## src/rtl/intr_prio_pkg.sv

```systemverilog
// Shared types and helpers for the clocked priority interrupt controller.
// Build option: define INTR_RR_EN for per-group round-robin channel selection.
package intr_prio_pkg;

    // Handshake FSM states
    typedef enum logic [0:0] {
        IDLE   = 1'b0,
        ASSERT = 1'b1
    } state_t;

    // ceil(log2(n)) clamped to at least one bit so 1- and 2-entry fields stay legal
    function automatic int clog2_min1(input int n);
        if (n <= 2) begin
            return 1;
        end else begin
            return $clog2(n);
        end
    endfunction

endpackage

```

## src/rtl/intr_prio_pick.sv

```systemverilog
// NUM_CH-wide priority picker: finds the first set bit at or after 'start',
// wrapping modulo NUM_CH. With start tied to zero it is a plain
// lowest-index-first encoder.
module intr_prio_pick
    import intr_prio_pkg::*;
#(
    parameter int NUM_CH = 9,
    parameter int ID_W   = clog2_min1(NUM_CH)
) (
    input  logic [NUM_CH-1:0] vec,
    input  logic [ID_W-1:0]   start,
    output logic              valid,
    output logic [ID_W-1:0]   idx
);

    logic [NUM_CH-1:0] rot_s;
    logic [ID_W:0]     off_s;
    logic [ID_W:0]     sum_s;

    // Rotate the request vector so that bit 'start' lands at position 0
    always_comb begin
        rot_s = NUM_CH'({vec, vec} >> start);
    end

    // Lowest set bit of the rotated vector gives the offset from 'start'
    always_comb begin
        valid = 1'b0;
        off_s = {(ID_W+1){1'b0}};
        for (int j = 0; j < NUM_CH; j++) begin
            if (!valid && rot_s[j]) begin
                valid = 1'b1;
                off_s = (ID_W+1)'(j);
            end else begin
                valid = valid;
            end
        end
    end

    // Map the offset back to an absolute channel index, wrapping past NUM_CH-1
    always_comb begin
        sum_s = {1'b0, start} + off_s;
        if (sum_s >= (ID_W+1)'(NUM_CH)) begin
            idx = ID_W'(sum_s - (ID_W+1)'(NUM_CH));
        end else begin
            idx = ID_W'(sum_s);
        end
    end

endmodule

```

## src/rtl/intr_prio_ctrl.sv

```systemverilog
// Clocked priority interrupt controller: NUM_GRP groups x NUM_CH channels,
// sticky pending bits, one shared channel mask, fixed group priority
// (group 0 highest) and an IRQ/ACK handshake towards the CPU.
// Build option: INTR_RR_EN adds a per-group round-robin start pointer.
module intr_prio_ctrl
    import intr_prio_pkg::*;
#(
    parameter  int NUM_CH  = 9,
    parameter  int NUM_GRP = 3,
    localparam int GRP_W   = clog2_min1(NUM_GRP),
    localparam int ID_W    = clog2_min1(NUM_CH),
    localparam int TOT     = NUM_GRP * NUM_CH
) (
    input  logic               CK,
    input  logic               RST,
    input  logic [TOT-1:0]     REQ,
    input  logic               MASK_WE,
    input  logic [NUM_CH-1:0]  MASK_D,
    input  logic               ACK,
    output logic               IRQ,
    output logic [GRP_W-1:0]   IRQ_GRP,
    output logic [ID_W-1:0]    IRQ_ID,
    output logic [NUM_GRP-1:0] GRP_ACT,
    output logic [TOT-1:0]     PEND
);

    state_t             state_r;
    logic [TOT-1:0]     pend_r;
    logic [NUM_CH-1:0]  mask_r;
    logic               irq_r;
    logic [GRP_W-1:0]   irq_grp_r;
    logic [ID_W-1:0]    irq_id_r;

    logic [TOT-1:0]     elig_s;
    logic [TOT-1:0]     clr_s;
    logic               ack_fire_s;
    logic [NUM_GRP-1:0] grp_valid_s;
    logic [ID_W-1:0]    grp_idx_s [NUM_GRP];
    logic               win_valid_s;
    logic [GRP_W-1:0]   win_grp_s;
    logic [ID_W-1:0]    win_id_s;

`ifdef INTR_RR_EN
    logic [ID_W-1:0]    ptr_r [NUM_GRP];
`endif

    // Same channel mask applies to every group
    assign elig_s = pend_r & {NUM_GRP{mask_r}};

    // One picker per group; the group-level mux below chooses between them
    for (genvar g = 0; g < NUM_GRP; g++) begin : g_grp
        logic [ID_W-1:0] start_s;
`ifdef INTR_RR_EN
        assign start_s = ptr_r[g];
`else
        assign start_s = {ID_W{1'b0}};
`endif
        intr_prio_pick #(
            .NUM_CH (NUM_CH),
            .ID_W   (ID_W)
        ) u_pick (
            .vec   (elig_s[g*NUM_CH +: NUM_CH]),
            .start (start_s),
            .valid (grp_valid_s[g]),
            .idx   (grp_idx_s[g])
        );
    end

    // Fixed group priority: scan downwards so the lowest active group is kept
    always_comb begin
        win_valid_s = 1'b0;
        win_grp_s   = {GRP_W{1'b0}};
        win_id_s    = {ID_W{1'b0}};
        for (int g = NUM_GRP - 1; g >= 0; g--) begin
            if (grp_valid_s[g]) begin
                win_valid_s = 1'b1;
                win_grp_s   = GRP_W'(g);
                win_id_s    = grp_idx_s[g];
            end else begin
                win_valid_s = win_valid_s;
            end
        end
    end

    // One-hot clear of the presented interrupt when the CPU accepts it
    always_comb begin
        ack_fire_s = (state_r == ASSERT) && ACK;
        clr_s      = {TOT{1'b0}};
        for (int g = 0; g < NUM_GRP; g++) begin
            for (int c = 0; c < NUM_CH; c++) begin
                if (ack_fire_s && (irq_grp_r == GRP_W'(g)) && (irq_id_r == ID_W'(c))) begin
                    clr_s[g*NUM_CH + c] = 1'b1;
                end else begin
                    clr_s[g*NUM_CH + c] = clr_s[g*NUM_CH + c];
                end
            end
        end
    end

    // Sticky pending bits (a new request beats a simultaneous clear) and mask load
    always_ff @(posedge CK) begin
        if (RST) begin
            pend_r <= {TOT{1'b0}};
            mask_r <= {NUM_CH{1'b1}};
        end else begin
            pend_r <= (pend_r & ~clr_s) | REQ;
            if (MASK_WE) begin
                mask_r <= MASK_D;
            end else begin
                mask_r <= mask_r;
            end
        end
    end

    // Handshake FSM: latch a winner in IDLE, hold it unchanged until ACK
    always_ff @(posedge CK) begin
        if (RST) begin
            state_r   <= IDLE;
            irq_r     <= 1'b0;
            irq_grp_r <= {GRP_W{1'b0}};
            irq_id_r  <= {ID_W{1'b0}};
`ifdef INTR_RR_EN
            for (int g = 0; g < NUM_GRP; g++) begin
                ptr_r[g] <= {ID_W{1'b0}};
            end
`endif
        end else begin
            case (state_r)
                IDLE: begin
                    if (win_valid_s) begin
                        irq_r     <= 1'b1;
                        irq_grp_r <= win_grp_s;
                        irq_id_r  <= win_id_s;
                        state_r   <= ASSERT;
                    end else begin
                        irq_r     <= 1'b0;
                        state_r   <= IDLE;
                    end
                end
                ASSERT: begin
                    if (ACK) begin
                        irq_r   <= 1'b0;
                        state_r <= IDLE;
`ifdef INTR_RR_EN
                        // Next search in the served group starts just after the served channel
                        for (int g = 0; g < NUM_GRP; g++) begin
                            if (irq_grp_r == GRP_W'(g)) begin
                                ptr_r[g] <= (irq_id_r == ID_W'(NUM_CH - 1)) ?
                                            {ID_W{1'b0}} : irq_id_r + ID_W'(1);
                            end else begin
                                ptr_r[g] <= ptr_r[g];
                            end
                        end
`endif
                    end else begin
                        irq_r   <= 1'b1;
                        state_r <= ASSERT;
                    end
                end
                default: begin
                    irq_r   <= 1'b0;
                    state_r <= IDLE;
                end
            endcase
        end
    end

    assign IRQ     = irq_r;
    assign IRQ_GRP = irq_grp_r;
    assign IRQ_ID  = irq_id_r;
    assign GRP_ACT = grp_valid_s;
    assign PEND    = pend_r;

endmodule

```

## config.mk

```make
export PLATFORM = sky130hd
export DESIGN_NAME = intr_prio_ctrl
export DESIGN_NICKNAME = d
export VERILOG_FILES = /design/src/rtl/intr_prio_pkg.sv /design/src/rtl/intr_prio_pick.sv /design/src/rtl/intr_prio_ctrl.sv
export SDC_FILE = /design/constraint.sdc
export NUM_CORES = 1
export LEC_CHECK = 0
export CORE_UTILIZATION = 35
export DETAILED_ROUTE_END_ITERATION = 12
export GPL_TIMING_DRIVEN = 0
export REMOVE_ABC_BUFFERS = 1
export SLEW_MARGIN = 20
export SYNTH_ARGS = -nofsm -noshare
export SYNTH_HDL_FRONTEND = slang
export SYNTH_HIERARCHICAL = 1
export SYNTH_SLANG_ARGS = --single-unit
```

## constraint.sdc

```tcl
create_clock -name CK -period 5.1 [get_ports CK]
set_clock_uncertainty 0.05 [all_clocks]
set_input_delay 0.51 -clock CK [delete_from_list [all_inputs] [get_ports CK]]
set_output_delay 0.51 -clock CK [all_outputs]
set_load 0.02 [all_outputs]
```

==> results.txt <==
----------------------------------------------------
[Outcome]
  Status ... complete, no violations

[Global route]
  First-pass GRT wire length ... 23900 microns
  Number of antenna violations at the first check in global routing ... 0
  Remaining global-route overflow ... 0
  Overall routing resource usage ... 20.2%
  Number of global-route vias before repair ... 4634
  Largest net degree at the start of global routing ... 42

[Critical path]
  Stage delay of the slowest cell on the critical path ... 510 ps
  Critical path buffer and inverter count ... 0
  Standard cell with the maximum stage delay on the critical path ... fa_1
  Crit-path max FO ... 6
  Sort of element at the start of the critical path ... register
  Type of the setup path with the least slack ... register to register
  CP arrival ... 4660 ps
  Delay-heaviest family, CP ... compound AO/OA/AOI/OAI gates
  Cells traversed along the worst timing path ... and2_1, mux2i_1, mux4_2, o32ai_1, nor2_1, o21ai_0, nand2b_1, fa_1, ha_1, or2_1, a221oi_2, nand2b_1, xnor2_1, nand2_1, o21ai_0, a32o_1
  Crit end category ... register
  Data required, critical path ... 5280 ps

[Job]
  Max capacitance violation total ... 0

[Clock network]
  Root Driver ... clkbuf_16
  Insertion delay of the later-clocked pin in the worst-skew pair ... 290 ps
  Number of levels in the clock H-tree ... 2
  Bufs on Longest Clock Path ... 2
  Hold buffer count at cts ... 0
  Number of sinks on the clock net ... 43
  Number of gates resized after CTS ... 0
  Register clock-pin slew on the reported worst setup and hold paths ... 70 ps
  Number of buffers created by CTS ... 5
  Number of buffers added for setup after CTS ... 0
  Clock tree from TritonCTS ... done

[Drt]
  Number of design rule violations left after detail routing ... 0
  WL met3 ... 617 microns
  Average wire length per cell after detail routing ... 17.4 microns
  Via Count ... 4750
  Met1 WL ... 7020 microns
  DRT Pass-1 Iters ... 5
  Top sig layer ... met4
  First-iteration detailed-routing DRC count ... 381
  Met2 routed wirelength ... 7040 microns
  Total wirelength of the detailed-routed design ... 15000 microns
  Remaining antenna violation count after routing ... 0
  Per-cell via count in the routed design ... 5.50

[Synth]
  Number of enable-type register cells in the synthesized netlist ... 0
  Most repeated cell in the gate-level netlist after synthesis ... mux2i_1
  Flip-flop cell with the highest count after synthesis ... dfxtp_1
  Avg Synthesized Cell Area ... 8.53 sq um
  Number of unique standard cell types used by synthesis ... 52
  Main area contributors after synthesis ... dfxtp_1 (17%), mux2i_1 (11%), mux4_2 (7.9%)
  Post-synthesis async set-or-reset flop share ... 0%
  Syn Inst Count ... 599
  Post-synthesis sequential area ratio ... 16.9%
  Synthesis warning total ... 6
  Top-area cell type share of the netlist area ... 16.9%
  Post-synth design cell area ... 5110 sq um
  Top cells by count, synth ... mux2i_1 (54), inv_1 (49), a21oi_1 (43), dfxtp_1 (43), o21ai_0 (30)
  Count of state elements after synthesis ... 43
  Synth area leader ... dfxtp_1

[Placement]
  RePlAce Congestion ... 0.885
  Number of buffer cells added on primary ports ... 76
  Estimated wirelength of the detail-placed design ... 11500 microns
  Worst Setup Slack post-DPL ... 679 ps

[Timing]
  Total count of hold-check failures in the final report ... 0
  Time the worst path needs with I/O delays and setup ... 4480 ps
  Setup slack after layout ... 621 ps
  Final total negative setup slack ... 0 ps
  Final max-slew violation count ... 0
  Post-Route Hold Slack ... 441 ps
  Setup-failing EPs final ... 0
  Transition time of the tightest slew-check pin ... 792 ps
  Peak clock frequency supported by timing ... 0.223 GHz
  Relative slew slack ... 47.2%
  Period utilisation layout ... 87.8%
  Setup repair after global routing missed its margin ... no

[Pwr]
  Leakage power of the design ... 2.54 nW
  Max IR drop VDD ... 149 uV
  Areal power density over the cells ... 263 nW/um^2

[Die]
  Rows ... 43
  Area enclosed by the die boundary ... 15100 sq um
  Horiz. Die Dim ... 123 microns
  Vertical die dimension ... 123 microns
  Count of boundary I/O pins ... 77
  Starting density of the core ... 36.4%
  Core region area ... 14000 sq um

[Finish]
  Final #Nets ... 743
  Final Util ... 44.1%
  Diodes inserted ... 0
  Fraction of layout cells with a size suffix above 1 ... 8.05%
  Synth-to-Final Area Change ... 21.3%

[Hold path]
  Hold Crit Class ... register to register

----------------------------------------------------
-- worst register-to-register path, delay by kind of cell, from the launching register on --
kind | cells | cell delay, ps
AO/OA/AOI/OAI | 5 | 1420
AND/OR/NAND/NOR | 6 | 1040
adder cells (fa/ha/maj) | 2 | 720
multiplexers | 2 | 640
flip-flops | 1 | 430
XOR/XNOR | 1 | 120
-- kinds of logic after synthesis --
group	synth area share (%)
AOI/OAI and AO/OA	22.1
adders and majority gates	5.59
xor gates and xnor gates	2.57
DFF	16.9
other	0.0734
buffers and inverters	7.10
muxes	24.5
and+or+nand+nor	21.2
-- layer usage --
metal  global-route usage (%)  vias up
met5                        0        -
met4                     5.64        0
met3                     2.28       20
met2                     33.7      130
met1                     27.4     2263
li1                         -     2337
-- where the power goes --
part           switching, W  internal (W)
Combinational      0.000453      0.000417
Sequential        0.0000554      0.000369
Clock              0.000141      0.000196
Total              0.000650      0.000982
-- final timing paths --
| path | start | endpoint | slack, ps | cells after the start |
|---|---|---|---|---|
| setup / recovery | mask_r[7] | IRQ_ID[2] | 620 | 16 |
| hold / removal | PEND[25] | PEND[25] | 440 | 2 |
| setup reg to reg | mask_r[7] | IRQ_ID[2] | 620 | 16 |
| hold reg to reg | PEND[25] | PEND[25] | 440 | 2 |
-- sequential cells by signal (all words and copies together), names as in the netlist --
register / flops
IRQ_GRP: 2
IRQ_ID: 4
IRQ: 1
PEND: 27
mask_r: 9
-- layout make-up --
class,instances,area (sq um)
Timing Repair Buffer,76,756
Clock inverter,2,16.3
Clock buffer,6,139
Multi-Input combinational cell,504,4000
Tap cell,180,225
Sequential cell,43,861
Inverter,52,195
Fill cell,1385,7850
-- cells in the final DEF, fill, tap and decap left out, drive strengths merged, types with 10 or more instances in the layout --
| cell type | instances |
|---|---|
| clkdlybuf4s50 | 75 |
| mux2i | 54 |
| inv | 52 |
| dfxtp | 43 |
| a21oi | 43 |
| o21ai | 41 |
| conb | 33 |
| nand2b | 28 |
| and2 | 27 |
| nor2b | 27 |
| nor2 | 24 |
| mux4 | 24 |
| nand2 | 19 |
| ha | 18 |
| xnor2 | 15 |
| nor3 | 15 |
| a21o | 13 |
| mux2 | 12 |
| a211oi | 12 |
| nand3b | 10 |
-- stage by stage --
step / std cells / instance area (sq um) / power (W)
floorplan: 599 / 5060 / 0.00104
detailed placement: 855 / 6040 / 0.00127
global route: 863 / 6200 / 0.00174
finish: 863 / 6200 / 0.00163
global placement: 855 / 6050 / 0.00126
CTS: 863 / 6200 / 0.00162
No activity file was read; power rests on OpenSTA's default activity.
